==> src/rtl/axil_pkg.sv <==
// ---------------------------------------------------------------------------
// axil_pkg
// Shared definitions for the AXI4-Lite command master:
//   - AXI response encodings (OKAY / EXOKAY / SLVERR / DECERR)
//   - the command-master FSM state type
//   - the protection value driven on AWPROT / ARPROT
// Build option: AXIL_TIMEOUT_EN adds the DRAIN state used to clean up
// after a response timeout.
// ---------------------------------------------------------------------------
package axil_pkg;

    localparam logic [1:0] OKAY   = 2'b00;
    localparam logic [1:0] EXOKAY = 2'b01;
    localparam logic [1:0] SLVERR = 2'b10;
    localparam logic [1:0] DECERR = 2'b11;

    // Unprivileged, secure, data access.
    localparam logic [2:0] AXI_PROT_DEFAULT = 3'b000;

    typedef enum logic [2:0] {
        IDLE,
        WRITE,
        WRESP,
        READ,
        RDATA,
        RESP
`ifdef AXIL_TIMEOUT_EN
        , DRAIN
`endif
    } axil_state_e;

endpackage

==> src/rtl/axil_skid_hold.sv <==
// ---------------------------------------------------------------------------
// axil_skid_hold
// Single-entry valid/payload holding register for one AXI request channel
// (AW, W or AR). A load raises VALID with a fresh payload; VALID then stays
// high with a frozen payload until the partner's READY is seen.
// Ports:
//   clk_i      clock
//   rst_ni     synchronous active-low reset
//   load_i     capture payload_i and raise valid_o
//   payload_i  payload to capture
//   ready_i    channel READY from the partner
//   valid_o    registered channel VALID
//   payload_o  registered channel payload
// ---------------------------------------------------------------------------
module axil_skid_hold #(
    parameter int WIDTH = 8
) (
    input  logic             clk_i,
    input  logic             rst_ni,
    input  logic             load_i,
    input  logic [WIDTH-1:0] payload_i,
    input  logic             ready_i,
    output logic             valid_o,
    output logic [WIDTH-1:0] payload_o
);

    logic             valid_q;
    logic [WIDTH-1:0] payload_q;

    // The payload only changes on a load; the owner never loads while VALID
    // is still up, so the payload is stable for the whole VALID period.
    always_ff @(posedge clk_i) begin
        if (!rst_ni) begin
            valid_q   <= 1'b0;
            payload_q <= '0;
        end else if (load_i) begin
            valid_q   <= 1'b1;
            payload_q <= payload_i;
        end else if (valid_q && ready_i) begin
            valid_q   <= 1'b0;
        end
    end

    assign valid_o   = valid_q;
    assign payload_o = payload_q;

endmodule

==> src/rtl/axil_cmd_master.sv <==
// ---------------------------------------------------------------------------
// axil_cmd_master
// AXI4-Lite master turning a valid/ready register-command stream into single
// AXI4-Lite reads or writes, one outstanding at a time, returning each result
// on a valid/ready response stream. Every output is a register.
// Ports:
//   M_AXI_ACLK / M_AXI_ARESETN   clock, synchronous active-low reset
//   cmd_*                        command stream (write flag, addr, data, strb)
//   rsp_*                        response stream (read data, AXI resp code)
//   M_AXI_AW* / W* / B*          AXI4-Lite write address / data / response
//   M_AXI_AR* / R*               AXI4-Lite read address / data
// Build option: AXIL_TIMEOUT_EN enables a response timeout. A stalled
// transaction is reported with DECERR and the late AXI traffic is drained
// before new commands are taken. Without it the FSM waits indefinitely.
// ---------------------------------------------------------------------------
module axil_cmd_master #(
    parameter int ADDR_WIDTH     = 7,
    parameter int DATA_WIDTH     = 32,
    parameter int TIMEOUT_CYCLES = 16
) (
    input  logic                      M_AXI_ACLK,
    input  logic                      M_AXI_ARESETN,
    input  logic                      cmd_valid,
    output logic                      cmd_ready,
    input  logic                      cmd_write,
    input  logic [ADDR_WIDTH-1:0]     cmd_addr,
    input  logic [DATA_WIDTH-1:0]     cmd_wdata,
    input  logic [DATA_WIDTH/8-1:0]   cmd_wstrb,
    output logic                      rsp_valid,
    input  logic                      rsp_ready,
    output logic [DATA_WIDTH-1:0]     rsp_rdata,
    output logic [1:0]                rsp_resp,
    output logic [ADDR_WIDTH-1:0]     M_AXI_AWADDR,
    output logic [2:0]                M_AXI_AWPROT,
    output logic                      M_AXI_AWVALID,
    input  logic                      M_AXI_AWREADY,
    output logic [DATA_WIDTH-1:0]     M_AXI_WDATA,
    output logic [DATA_WIDTH/8-1:0]   M_AXI_WSTRB,
    output logic                      M_AXI_WVALID,
    input  logic                      M_AXI_WREADY,
    input  logic [1:0]                M_AXI_BRESP,
    input  logic                      M_AXI_BVALID,
    output logic                      M_AXI_BREADY,
    output logic [ADDR_WIDTH-1:0]     M_AXI_ARADDR,
    output logic [2:0]                M_AXI_ARPROT,
    output logic                      M_AXI_ARVALID,
    input  logic                      M_AXI_ARREADY,
    input  logic [DATA_WIDTH-1:0]     M_AXI_RDATA,
    input  logic [1:0]                M_AXI_RRESP,
    input  logic                      M_AXI_RVALID,
    output logic                      M_AXI_RREADY
);

    import axil_pkg::*;

    localparam int STRB_WIDTH = DATA_WIDTH / 8;

    axil_state_e           state_q;
    logic                  cmdReady_q;
    logic                  bReady_q;
    logic                  rReady_q;
    logic                  rspValid_q;
    logic [DATA_WIDTH-1:0] rspRdata_q;
    logic [1:0]            rspResp_q;

    logic cmdAccept;
    logic loadWrite;
    logic loadRead;
    logic awValid;
    logic wValid;
    logic arValid;
    logic awDone;
    logic wDone;
    logic arDone;
    logic arHs;
    logic bHs;
    logic rHs;

    // A command is taken only while IDLE is advertising cmd_ready; the
    // acceptance loads the request channels directly so their VALIDs rise
    // on the same edge the FSM leaves IDLE.
    assign cmdAccept = (state_q == IDLE) && cmdReady_q && cmd_valid;
    assign loadWrite = cmdAccept && cmd_write;
    assign loadRead  = cmdAccept && !cmd_write;

    axil_skid_hold #(.WIDTH(ADDR_WIDTH)) u_awHold (
        .clk_i     (M_AXI_ACLK),
        .rst_ni    (M_AXI_ARESETN),
        .load_i    (loadWrite),
        .payload_i (cmd_addr),
        .ready_i   (M_AXI_AWREADY),
        .valid_o   (awValid),
        .payload_o (M_AXI_AWADDR)
    );

    axil_skid_hold #(.WIDTH(DATA_WIDTH + STRB_WIDTH)) u_wHold (
        .clk_i     (M_AXI_ACLK),
        .rst_ni    (M_AXI_ARESETN),
        .load_i    (loadWrite),
        .payload_i ({cmd_wstrb, cmd_wdata}),
        .ready_i   (M_AXI_WREADY),
        .valid_o   (wValid),
        .payload_o ({M_AXI_WSTRB, M_AXI_WDATA})
    );

    axil_skid_hold #(.WIDTH(ADDR_WIDTH)) u_arHold (
        .clk_i     (M_AXI_ACLK),
        .rst_ni    (M_AXI_ARESETN),
        .load_i    (loadRead),
        .payload_i (cmd_addr),
        .ready_i   (M_AXI_ARREADY),
        .valid_o   (arValid),
        .payload_o (M_AXI_ARADDR)
    );

    // A channel counts as done once its VALID has dropped, or when its
    // handshake is happening this very cycle. AW and W finish independently.
    assign awDone = !awValid || M_AXI_AWREADY;
    assign wDone  = !wValid  || M_AXI_WREADY;
    assign arDone = !arValid || M_AXI_ARREADY;
    assign arHs   = arValid && M_AXI_ARREADY;
    assign bHs    = M_AXI_BVALID && bReady_q;
    assign rHs    = M_AXI_RVALID && rReady_q;

`ifdef AXIL_TIMEOUT_EN
    logic [15:0] timer_q;
    logic        drainPending_q;
    logic        drainWrite_q;
    logic        inWait;
    logic        anyHs;
    logic        stepDone;
    logic        timeoutHit;

    assign inWait     = (state_q == WRITE) || (state_q == WRESP) ||
                        (state_q == READ)  || (state_q == RDATA);
    assign anyHs      = (awValid && M_AXI_AWREADY) || (wValid && M_AXI_WREADY) ||
                        arHs || bHs || rHs;
    assign timeoutHit = (timer_q >= 16'(TIMEOUT_CYCLES));

    // Whether the current waiting state makes forward progress this cycle;
    // progress always wins over a timeout landing on the same edge.
    always_comb begin
        stepDone = 1'b0;
        case (state_q)
            WRITE:   stepDone = awDone && wDone;
            WRESP:   stepDone = bHs;
            READ:    stepDone = arHs;
            RDATA:   stepDone = rHs;
            default: stepDone = 1'b0;
        endcase
    end
`else
    // The timeout length has no effect unless AXIL_TIMEOUT_EN is defined.
    if (TIMEOUT_CYCLES > 0) begin : g_noTimeout
    end
`endif

    // Main sequencer. Holds the command/response handshake flags and the
    // B/R READYs as registers so no input reaches an output combinationally.
    always_ff @(posedge M_AXI_ACLK) begin
        if (!M_AXI_ARESETN) begin
            state_q    <= IDLE;
            cmdReady_q <= 1'b0;
            bReady_q   <= 1'b0;
            rReady_q   <= 1'b0;
            rspValid_q <= 1'b0;
            rspRdata_q <= '0;
            rspResp_q  <= OKAY;
`ifdef AXIL_TIMEOUT_EN
            timer_q        <= '0;
            drainPending_q <= 1'b0;
            drainWrite_q   <= 1'b0;
`endif
        end else begin
`ifdef AXIL_TIMEOUT_EN
            // Entering a waiting state always comes through a handshake or
            // from IDLE, both of which leave the counter at zero.
            if (inWait && !anyHs) begin
                timer_q <= timer_q + 16'd1;
            end else begin
                timer_q <= '0;
            end
`endif
            case (state_q)
                IDLE: begin
                    // Coming out of reset or RESP/DRAIN with cmd_ready low,
                    // the first IDLE cycle only raises cmd_ready.
                    if (!cmdReady_q) begin
                        cmdReady_q <= 1'b1;
                    end else if (cmd_valid) begin
                        cmdReady_q <= 1'b0;
                        state_q    <= cmd_write ? WRITE : READ;
                    end
                end
                WRITE: begin
                    if (awDone && wDone) begin
                        bReady_q <= 1'b1;
                        state_q  <= WRESP;
                    end
                end
                WRESP: begin
                    if (bHs) begin
                        rspResp_q  <= M_AXI_BRESP;
                        rspRdata_q <= '0;
                        bReady_q   <= 1'b0;
                        rspValid_q <= 1'b1;
                        state_q    <= RESP;
                    end
                end
                READ: begin
                    if (arHs) begin
                        rReady_q <= 1'b1;
                        state_q  <= RDATA;
                    end
                end
                RDATA: begin
                    if (rHs) begin
                        rspRdata_q <= M_AXI_RDATA;
                        rspResp_q  <= M_AXI_RRESP;
                        rReady_q   <= 1'b0;
                        rspValid_q <= 1'b1;
                        state_q    <= RESP;
                    end
                end
                RESP: begin
                    if (rsp_ready) begin
                        rspValid_q <= 1'b0;
`ifdef AXIL_TIMEOUT_EN
                        if (drainPending_q) begin
                            state_q <= DRAIN;
                        end else begin
                            cmdReady_q <= 1'b1;
                            state_q    <= IDLE;
                        end
`else
                        cmdReady_q <= 1'b1;
                        state_q    <= IDLE;
`endif
                    end
                end
`ifdef AXIL_TIMEOUT_EN
                DRAIN: begin
                    // Request VALIDs keep running in their hold registers;
                    // once they are done, accept and discard the late reply.
                    if (drainWrite_q) begin
                        if (!bReady_q) begin
                            if (awDone && wDone) begin
                                bReady_q <= 1'b1;
                            end
                        end else if (M_AXI_BVALID) begin
                            bReady_q       <= 1'b0;
                            drainPending_q <= 1'b0;
                            state_q        <= IDLE;
                        end
                    end else begin
                        if (!rReady_q) begin
                            if (arDone) begin
                                rReady_q <= 1'b1;
                            end
                        end else if (M_AXI_RVALID) begin
                            rReady_q       <= 1'b0;
                            drainPending_q <= 1'b0;
                            state_q        <= IDLE;
                        end
                    end
                end
`endif
                default: begin
                    state_q <= IDLE;
                end
            endcase
`ifdef AXIL_TIMEOUT_EN
            // Timeout: report DECERR now and finish the AXI side in DRAIN.
            // B/R READY drop here and are raised again only in DRAIN, so a
            // late reply cannot be accepted while the error is pending.
            if (inWait && !stepDone && timeoutHit) begin
                rspResp_q      <= DECERR;
                rspRdata_q     <= '0;
                rspValid_q     <= 1'b1;
                bReady_q       <= 1'b0;
                rReady_q       <= 1'b0;
                drainPending_q <= 1'b1;
                drainWrite_q   <= (state_q == WRITE) || (state_q == WRESP);
                state_q        <= RESP;
            end
`endif
        end
    end

    assign cmd_ready     = cmdReady_q;
    assign rsp_valid     = rspValid_q;
    assign rsp_rdata     = rspRdata_q;
    assign rsp_resp      = rspResp_q;
    assign M_AXI_AWPROT  = AXI_PROT_DEFAULT;
    assign M_AXI_ARPROT  = AXI_PROT_DEFAULT;
    assign M_AXI_AWVALID = awValid;
    assign M_AXI_WVALID  = wValid;
    assign M_AXI_ARVALID = arValid;
    assign M_AXI_BREADY  = bReady_q;
    assign M_AXI_RREADY  = rReady_q;

endmodule
==> config.mk <==
export PLATFORM = sky130hd
export DESIGN_NAME = axil_cmd_master
export DESIGN_NICKNAME = d
export VERILOG_FILES = /design/src/rtl/axil_pkg.sv /design/src/rtl/axil_skid_hold.sv /design/src/rtl/axil_cmd_master.sv
export SDC_FILE = /design/constraint.sdc
export NUM_CORES = 1
export LEC_CHECK = 0
export BUFFER_PORTS_ARGS = -buffer_cell sky130_fd_sc_hd__buf_2
export CAP_MARGIN = 0
export CELL_PAD_IN_SITES_DETAIL_PLACEMENT = 1
export CELL_PAD_IN_SITES_GLOBAL_PLACEMENT = 1
export CORE_UTILIZATION = 35
export CTS_CLUSTER_SIZE = 14
export DETAILED_ROUTE_END_ITERATION = 8
export PLACE_DENSITY_LB_ADDON = 0.25
export SLEW_MARGIN = 20
export SYNTH_ARGS = -nofsm -noshare
export SYNTH_HDL_FRONTEND = slang
export SYNTH_SLANG_ARGS = --single-unit
export TNS_END_PERCENT = 50
==> constraint.sdc <==
create_clock -name M_AXI_ACLK -period 4.1 [get_ports M_AXI_ACLK]
set_input_delay 0.41 -clock M_AXI_ACLK [delete_from_list [all_inputs] [get_ports M_AXI_ACLK]]
set_output_delay 0.41 -clock M_AXI_ACLK [all_outputs]
set_load 0.01 [all_outputs]
==> results.md, run 1 <==
* I/O pin cnt at 186
* Clock sink count at 94
* Count of pins over their slew limit at 0
* Met2 wire len at about 5100 um
* Cell Rows at 37
* DR WL met3 at 829 um
* Crit path time final at 2.24 ns
* Crit path capture: rsp_rdata[4]$_SDFFE_PN0P_
* First-pass GRT wire length at 17100 um
* TNS Setup at 0 ns
* Max clock buf depth at 2
* Largest net degree at the start of global routing at 51
* Final setup margin at 1.86 ns
* Vias in the first global route at 3523
* Pre-CTS setup slack at 1.89 ns
* Crit start category: register
* Pwr/cell area at roughly 440 nW/um2
* Area leader, netlist: dfxtp_1
* Initial antenna violation count at 0
* Critical Path Source: state_q[1]$_SDFFE_PN0P_
* Largest cells by area after synthesis: dfxtp_1, mux2i_1, nand2_1
* Share of Yosys cell area claimed by the top area cell type at 0.494
* Endpoints failing hold at 0
* DRT Wirelength at 10700 um
* Cell Area, Synth at 3810 um2
* Post-DRT Antenna Nets at 0
* Post-DR vias/cell at between 4 and 5
* Die ar. at 11300 um2
* Count of different cell masters after synthesis at 37
* Die Wd at about 110 um
* Total CTS buffers at 9
* Relative slew slack at 0.423
* Post-synth EDFFs at 0
* Post-DR wirelength/cell at roughly 15 um
* Initial Utilization at 0.365
* HPWL after detailed placement at 7740 um
* Core area at between 10000 and 15000 um2
* Worst hold-check path type: input port to register
* R2R Path End: rsp_rdata[4]$_SDFFE_PN0P_
* Antenna Cells at 0
* Sequential area share after synthesis at 0.494
* Post-CTS sizing at 0
* Crit. End Element: register
* Die Span Y at 106 um
* Worst slew pin tran at about 0.86 ns
* Outcome: complete, no violations
* H-tree levels at 3
* PortBufs at ~180
* Gr ovfl total at 0
* FF+latch area at 1880 um2
* Period utilization at 0.547
* Max cap viols at 0
* Worst Skew at 0.0126 ns
* Hold-fix buffers, CTS at 0
* Final setup viols at 0
* Footprint of the multi-input gates at 1720 um2
* Root buffer cell: clkbuf_8
* GRT Util Overall at 0.191
* Placed Area at 4710 um2
* CP required at 4.32 ns
* Design area at between 4000 and 5000 um2
* Final #Nets at 684
* Leakage power at 2.19 nW
* Worst R2R Path Depth at 5
* Worst Path Class, Setup: register to register
* Mapped Avg Cell Area at 8.81 um2
* Proportion of layout cells with a drive suffix above 1 at 0.342
* Drt first pass iters at 4
* Global placer's final weighted congestion at 0.762
* Reg2Reg Setup Slack at 1.86 ns
* Hold path depth at 3
* Total number of vias at 3479
* Worst-Skew Late Latency at 0.36 ns
* Highest metal used: met4
* VDD IR-drop max at 0.140 mV
* Ys flop type: dfxtp_1
* Total power at 0.00217 W
* Final core occ at 0.471
* CTS tree: done
* Clock input transition at the sequential cells of the worst setup and hold paths at 0.09 ns
* Worst EP arrival at 2.46 ns
* Reg-to-Reg Start: state_q[1]$_SDFFE_PN0P_
* Async SR Flop Fraction at 0
* Drt initial violations at 121
* Yosys reg bits at 94
* RSZ-0062 raised after global routing: no
* Gate Count Post-Synth at roughly 430
* Layout overhead on the synthesized area at 28.8%
* Fmax achieved at 446 MHz
* Fillers at 1313
* M1 WL at about 4700 um
* Post-CTS Setup Inserts at 0
* Yosys warns at 0
* Remaining DRCs at 0
* Max FO, Critical Path at 37
## flip-flops by register name, indices dropped and copies added (netlist names), 2 cells and up
signal              flops
rsp_rdata              32
rsp_resp                2
state_q                 3
u_arHold.payload_o      7
u_awHold.payload_o      7
u_wHold.payload_o      36
## power by group
group | switching (W) | internal, W
Combinational | 0.000290 | 0.000211
Sequential | 0.0000777 | 0.000982
Clock | 0.000325 | 0.000284
Total | 0.000693 | 0.00148
## stage by stage
step	cells	hold WS, ns
6_report	736	0.283
5_1_grt	736	0.272
4_1_cts	736	0.262
3_5_place_dp	720	0.447
3_3_place_gp	720	0.438
2_1_floorplan	437	0.481
## synthesized netlist by cell type (3+ instances only)
cell and n:
buf_6 7, buf_4 8, clkbuf_1 12, dfxtp_1 94
mux2i_1 41, inv_1 3, nand2_1 90, a211oi_1 3
buf_2 9, a21oi_1 49, nor2_1 46, o21ai_0 4
and2_1 33, nand2b_1 4
## cell families (layout without fill, tap and decap cells)
group                  count (synthesis)  count (layout)  synth area share
AO/OA/AOI/OAI                         65              65            0.0957
buffers and inverters                 40             203            0.0641
flip-flops                            94              94             0.494
multiplexers                          41              41             0.108
other                                  1               6          0.000985
AND/OR/NAND/NOR                      191             191             0.237
## critical path, cell delays in order (launching register included)
cell      delay (ns)
dfxtp_1         0.78
nand4b_1        0.30
a21oi_4         0.18
buf_4           0.51
mux2i_1         0.26
nor2_1          0.05
## per-layer routing
layer  GRT usage  vias to the layer above
met5           0                        -
met4      0.0774                        0
met3      0.0521                        9
met2       0.326                      126
met1       0.226                     1614
li1            -                     1730
## how the worst min path moves through the flow
stage / start / to / slack (ns)
floorplan: u_awHold.payload_o[0]$_SDFFE_PN0P_ / u_awHold.payload_o[0]$_SDFFE_PN0P_ / 0.48
global placement: u_wHold.payload_o[21]$_SDFFE_PN0P_ / u_wHold.payload_o[21]$_SDFFE_PN0P_ / 0.44
detailed placement: u_wHold.payload_o[25]$_SDFFE_PN0P_ / u_wHold.payload_o[25]$_SDFFE_PN0P_ / 0.45
CTS: cmd_wdata[28] / u_wHold.payload_o[28]$_SDFFE_PN0P_ / 0.26
global route: cmd_wdata[2] / u_wHold.payload_o[2]$_SDFFE_PN0P_ / 0.27
finish: cmd_wdata[3] / u_wHold.payload_o[3]$_SDFFE_PN0P_ / 0.28
## area by class of cell
class	instances	area share
well taps	136	0.0347
repair buffers	183	0.189
clock inverters	5	0.0123
flip-flops and latches	94	0.384
inverters	4	0.00306
clock buffers	11	0.0268
multi-input cells	303	0.350
## placed cells by master, fill, tap and decap left out, types with 2 or more instances in the layout
cell type  instances
a211oi_1           3
a21oi_1           48
a21oi_2            2
and2_1            33
buf_2            179
buf_4              4
clkbuf_1           2
clkbuf_8           9
clkinv_4           2
conb_1             6
dfxtp_1           94
inv_1              3
mux2i_1           41
nand2_1           90
nand2b_1           4
nand4_1            2
nand4b_1           2
nor2_1            46
nor4_1             2
nor4_4             2
o21ai_0            4
(Power assumes the default switching activity.)
==> inputs of run 2 (changes only) <==
--- a/config.mk
+++ b/config.mk
@@ -9,7 +9,7 @@
 export CAP_MARGIN = 0
 export CELL_PAD_IN_SITES_DETAIL_PLACEMENT = 1
 export CELL_PAD_IN_SITES_GLOBAL_PLACEMENT = 1
-export CORE_UTILIZATION = 35
+export CORE_UTILIZATION = 29
 export CTS_CLUSTER_SIZE = 14
 export DETAILED_ROUTE_END_ITERATION = 8
 export PLACE_DENSITY_LB_ADDON = 0.25
==> constraint.sdc (replaced) <==
create_clock -name M_AXI_ACLK -period 1.9 [get_ports M_AXI_ACLK]
set_input_delay 0.19 -clock M_AXI_ACLK [delete_from_list [all_inputs] [get_ports M_AXI_ACLK]]
set_output_delay 0.19 -clock M_AXI_ACLK [all_outputs]
set_load 0.01 [all_outputs]
==> run 2 against run 1 <==
Effect of this change: critical path depth stayed put; sequential cell count stayed put; count of clock-buffer cells in the layout stayed put; clock power grew to 2.9 times the previous value; via count is 1.6% lower; fmax is 32% higher; die area is 20% higher; setup slack worse by 1.7 ns; design area is 4.9% higher; power is 140% higher; critical path type unchanged; largest power group unchanged.
==> results.md, run 2 (synthesis results as in run 1) <==
* Commonest non-fill, non-tap cells in the layout: buf_2, dfxtp_1, nand2_1
* Cell Rows at 41 (+11%)
* Die ar. at 13600 um2 (+20%)
* Worst EP arrival at 1.92 ns (-0.54 ns)
* Switch share at 0.294 (-0.0250)
* Pint at 0.00369 W (+150%)
* Drt initial violations at 119 (-1.7%)
* Worst-Skew Late Latency at 0.35 ns (about the same)
* Clock input transition at the sequential cells of the worst setup and hold paths at 0.06 ns (-0.03 ns)
* Proportion of layout cells with a drive suffix above 1 at 0.351 (+0.00924)
* Die Span Y at 117 um (+9.7%)
* Clk pwr share at 0.341 (+0.060)
* Post-CTS sizing at 0 (unchanged)
* Antenna Cells at 0 (unchanged)
* Gr ovfl total at 0 (unchanged)
* RSZ-0062 raised after global routing: no
* Max cap viols at 0 (unchanged)
* Die Wd at 117 um (+9.7%)
* Total number of vias at 3425 (-1.6%)
* Worst Skew at 0.00424 ns (-0.00833 ns)
* Pwr/cell area at 1020 nW/um2 (+130%)
* Worst hold-check path type: input port to register
* I/O pin cnt at 186 (unchanged)
* CP max-delay cell: dfxtp_1
* Total CTS buffers at 9 (unchanged)
* Post-DR wirelength/cell at 13.7 um (-5.9%)
* Total power at 0.00524 W (+140%)
* VDD IR-drop max at 0.322 mV (+130%)
* Fillers at 1610 (+23%)
* Clock sink count at 94 (unchanged)
* TNS Setup at 0 ns (unchanged)
* Endpoints failing hold at 0 (unchanged)
* Root buffer cell: clkbuf_16
* Max FO, Critical Path at 37 (unchanged)
* DRT Wirelength at 10600 um (-0.40%)
* Cells along the critical path: nand4b_1 > a21oi_4 > buf_12 > mux2i_1 > nor2_1
* Initial antenna violation count at 0 (unchanged)
* Count of pins over their slew limit at 0 (unchanged)
* CP peak stage delay at 0.55 ns (-0.23 ns)
* Worst Path Class, Setup: register to register
* Initial Utilization at 0.299 (-0.0662)
* CP required at 2.12 ns (-2.20 ns)
* Drt first pass iters at 4 (unchanged)
* Hold-fix buffers, CTS at 0 (unchanged)
* Layout overhead on the synthesized area at 35.1%
* Flop pwr share at 0.425 (-0.063)
* Switching power at 0.00154 W (+120%)
* PortBufs at 179 (unchanged)
* Crit. End Element: register
* HPWL after detailed placement at 7700 um (-0.44%)
* H-tree levels at 3 (unchanged)
* Final #Nets at 692 (+1.2%)
* Worst slew pin tran at 0.621 ns (-0.243 ns)
* Placed Area at 4850 um2 (+3.0%)
* GRT Util Overall at 0.157 (-0.0340)
* Global placer's final weighted congestion at 0.788 (+3.5%)
* Post-DR vias/cell at 4.40 (-7.0%)
* Remaining DRCs at 0 (unchanged)
* Commonest non-fill, non-tap cell in the layout: buf_2
* Post-CTS Setup Inserts at 0 (unchanged)
* Max reg flops at 36 (unchanged)
* Fmax achieved at 588 MHz (+32%)
* Vias in the first global route at 3312 (-6.0%)
* Period utilization at 0.895 (+0.348)
* Logic gate share of total power at 0.234 (+0.003)
* Crit path time final at 1.70 ns (-0.544 ns)
* Core area at 12700 um2 (+22%)
* Crit start category: register
* Outcome: complete, no violations
* Post-DRT Antenna Nets at 0 (unchanged)
* Design area at 5140 um2 (+4.9%)
* CTS tree: done
* First-pass GRT wire length at 16300 um (-4.6%)
* Max clock buf depth at 2 (unchanged)
* Final setup viols at 0 (unchanged)
* Relative slew slack at 0.583 (+0.160)
* Largest net degree at the start of global routing at 51 (unchanged)
* Leakage power at 2.29 nW (+4.6%)
-- run 2: metal layers --
metal	up-vias	GRT usage	wire length, um
li1	1742	-	-
met1	1535	0.186	4780
met2	137	0.244	4540
met3	11	0.0680	1130
met4	0	0.0734	184
met5	-	0	0
-- run 2: path summary, 6_finish.rpt --
path	start	end	slack (ns)	cells after the start
worst max-delay path	state_q[1]$_SDFFE_PN0P_	rsp_rdata[22]$_SDFFE_PN0P_	0.20	5
worst min-delay path	cmd_wdata[31]	u_wHold.payload_o[31]$_SDFFE_PN0P_	0.08	3
worst max register to register	state_q[1]$_SDFFE_PN0P_	rsp_rdata[22]$_SDFFE_PN0P_	0.20	5
worst min register to register	u_wHold.payload_o[18]$_SDFFE_PN0P_	u_wHold.payload_o[18]$_SDFFE_PN0P_	0.45	2
-- run 2: power by group through the flow --
stage / Combinational (W) / Clock (W) / Sequential [W]
final: 0.00122 / 0.00179 / 0.00223
after floorplan: 0.000811 / 0 / 0.00230
after global placement: 0.00122 / 0 / 0.00226
after detailed placement: 0.00125 / 0 / 0.00227
after global routing: 0.00137 / 0.00194 / 0.00225
after CTS: 0.00125 / 0.00187 / 0.00223
-- run 2: metrics by stage --
stage	hold WS, ns	setup slack, ns	util	cells
after floorplan	0.308	0.166	-	437
after global routing	0.0746	0.0512	0.404	779
after detailed placement	0.439	0.214	0.381	764
after CTS	0.0626	0.166	0.404	779
after global placement	0.432	0.267	0.381	764
final	0.0774	0.200	0.404	779
-- run 2: final cells by class --
cell class	count	area (um2)	area share
multi-input cells	303	1720	0.334
flip-flops and latches	94	1880	0.366
clock inverters	4	47.5	0.00925
clock buffers	11	243	0.0472
well taps	172	215	0.0419
inverters	4	15.0	0.00292
repair buffers	191	1020	0.199
-- run 2: critical path, delay by kind of cell, from the launching register on --
kind | cells | cell delay, ns
simple gates | 2 | 0.30
buf+inv | 1 | 0.26
compound gates | 1 | 0.20
mux | 1 | 0.24
flops | 1 | 0.55
==> inputs of run 3 (changes only) <==
==> constraint.sdc (replaced) <==
create_clock -name M_AXI_ACLK -period 1.9 [get_ports M_AXI_ACLK]
set_input_delay 0.19 -clock M_AXI_ACLK [delete_from_list [all_inputs] [get_ports M_AXI_ACLK]]
set_output_delay 0.19 -clock M_AXI_ACLK [all_outputs]
set_load 0.1 [all_outputs]
==> run 3 against run 2 <==
Effect of this change: critical path depth unchanged; combinational power up 75%; design area up 0.44%; via count up 1.8%; hold slack better by 0.0090 ns; wire length down 1.9%; utilization up 0.18 points; die area unchanged; sequential cell count unchanged; largest cell class unchanged; highest routed layer unchanged.
==> results.md, run 3 (synthesis results as in run 1) <==
* Outcome: complete, no violations
* Layout overhead on the synthesized area at 35.7%
* Die Wd at 117 um (unchanged)
* Non-filler cells, final at 781 (+0.26%)
* Commonest non-fill, non-tap cell in the layout: buf_2
* Crit path time final at 1.77 ns (+0.0687 ns)
* CP peak stage delay at 0.60 ns (+0.05 ns)
* Die Span Y at 117 um (unchanged)
* Commonest non-fill, non-tap cells in the layout: buf_2, nand2_1, dfxtp_1
* RSZ-0062 raised after global routing: no
* Crit start category: register
* First-pass GRT wire length at 16400 um (+0.47%)
* VDD IR-drop max at 0.346 mV (+7.6%)
* Worst EP arrival at 1.97 ns (+0.05 ns)
* Design area at 5160 um2 (+0.44%)
* Cells along the critical path: nand4b_1 > a21oi_4 > buf_12 > mux2i_1 > nor2_1
* Crit. End Element: register
* Die ar. at 13600 um2 (unchanged)
* TNS Setup at 0 ns (unchanged)
* Root buffer cell: clkbuf_16
* Total number of vias at 3487 (+1.8%)
* Pint at 0.00369 W (about the same)
* Flop pwr share at 0.365 (-0.060)
* Post-DRT Antenna Nets at 0 (unchanged)
* Post-CTS Setup Inserts at 0 (unchanged)
* DRT Wirelength at 10400 um (-1.9%)
* Final setup margin at 0.131 ns (-0.0687 ns)
* I/O pin cnt at 186 (unchanged)
* Worst path top cell family by delay: flip-flops
* Placed Area at 4870 um2 (+0.36%)
* Worst Path Class, Setup: register to register
* Clock input transition at the sequential cells of the worst setup and hold paths at 0.07 ns (about the same)
* Period utilization at 0.931 (+0.0362)
* Drt initial violations at 148 (+24%)
* H-tree levels at 3 (unchanged)
* Final #Nets at 693 (+0.14%)
* Crit path buf inv count at 1 (unchanged)
* Clock sink count at 94 (unchanged)
* Proportion of layout cells with a drive suffix above 1 at 0.363 (+0.0120)
* Pre-CTS setup slack at 0.152 ns (-0.0614 ns)
* Logic gate share of total power at 0.348 (+0.114)
* HPWL after detailed placement at 7570 um (-1.7%)
* Endpoints failing hold at 0 (unchanged)
* Leakage power at 2.29 nW (about the same)
* Max FO, Critical Path at 37 (unchanged)
* Post-DR wirelength/cell at 13.4 um (-2.1%)
* Hold-fix buffers, CTS at 0 (unchanged)
* Cell Rows at 41 (unchanged)
* Post-DR vias/cell at 4.46 (+1.5%)
* Drt first pass iters at 4 (unchanged)
* Antenna Cells at 0 (unchanged)
* GRT Util Overall at 0.155 (-0.00205)
* PortBufs at 179 (unchanged)
* Worst-Skew Late Latency at 0.34 ns (about the same)
* CP max-delay cell: dfxtp_1
* Max reg flops at 36 (unchanged)
* Pwr/cell area at 1190 nW/um2 (+17%)
* Largest net degree at the start of global routing at 92 (+80%)
* Gr ovfl total at 0 (unchanged)
* Remaining DRCs at 0 (unchanged)
* Worst Skew at 0.00718 ns (+0.00294 ns)
* Max cap viols at 0 (unchanged)
* Switching power at 0.00245 W (+59%)
* Core area at 12700 um2 (unchanged)
* CTS tree: done
* Worst hold-check path type: input port to register
* Switch share at 0.399 (+0.104)
* Count of pins over their slew limit at 0 (unchanged)
* Vias in the first global route at 3429 (+3.5%)
* Total CTS buffers at 9 (unchanged)
* Post-CTS sizing at 0 (unchanged)
* Initial Utilization at 0.299 (unchanged)
* Initial antenna violation count at 0 (unchanged)
* CP required at 2.11 ns (about the same)
* Clk pwr share at 0.288 (-0.053)
* Max clock buf depth at 2 (unchanged)
* Final setup viols at 0 (unchanged)
* Global placer's final weighted congestion at 0.740 (-6.2%)
* Fmax achieved at 565 MHz (-3.9%)
* Placed Instances at 765 (+0.13%)
run 3: cell count changes in the layout (fill, tap and decap cells not counted), sizes merged:
cell      change
buf           +1
clkbuf        -1
clkinvlp      +2
run 3: layout make-up:
class,instances,area [um2]
Sequential cell,94,1890
Multi-Input combinational cell,303,1720
Timing Repair Buffer,192,1030
Inverter,4,15.0
Fill cell,1581,7560
Clock inverter,6,62.6
Clock buffer,10,229
Tap cell,172,215
run 3: power by group through the flow:
stage	Clock, W	Sequential (W)	Combinational [W]
after global placement	0	0.00227	0.00213
after global routing	0.00192	0.00226	0.00229
final	0.00177	0.00224	0.00213
after CTS	0.00184	0.00224	0.00216
after floorplan	0	0.00315	0.000862
after detailed placement	0	0.00228	0.00216
run 3: layer usage:
layer	track usage	wire (um)	vias to the layer above
met5	0	0	-
met3	0.0586	1070	10
li1	-	-	1758
met2	0.245	4570	133
met1	0.188	4640	1586
met4	0.0658	161	0
run 3: path summary, 6_finish.rpt:
path / from / endpoint / slack (ns) / cells after the start
min: cmd_wdata[3] / u_wHold.payload_o[3]$_SDFFE_PN0P_ / 0.09 / 3
max: state_q[1]$_SDFFE_PN0P_ / rsp_rdata[21]$_SDFFE_PN0P_ / 0.13 / 5
min reg2reg: u_wHold.payload_o[28]$_SDFFE_PN0P_ / u_wHold.payload_o[28]$_SDFFE_PN0P_ / 0.45 / 2
max reg2reg: state_q[1]$_SDFFE_PN0P_ / rsp_rdata[21]$_SDFFE_PN0P_ / 0.13 / 5
run 3: per-stage QoR:
step           power (W)  hold WS (ns)   util
2_1_floorplan    0.00401         0.307      -
3_3_place_gp     0.00440         0.435  0.383
3_5_place_dp     0.00444         0.440  0.383
4_1_cts          0.00624        0.0701  0.406
5_1_grt          0.00647        0.0827  0.406
6_report         0.00614        0.0864  0.406
run 3: worst min-delay path, stage by stage:
cell and delay (ns):
buf_2 0.10, nand2_1 0.05, a21oi_1 0.05
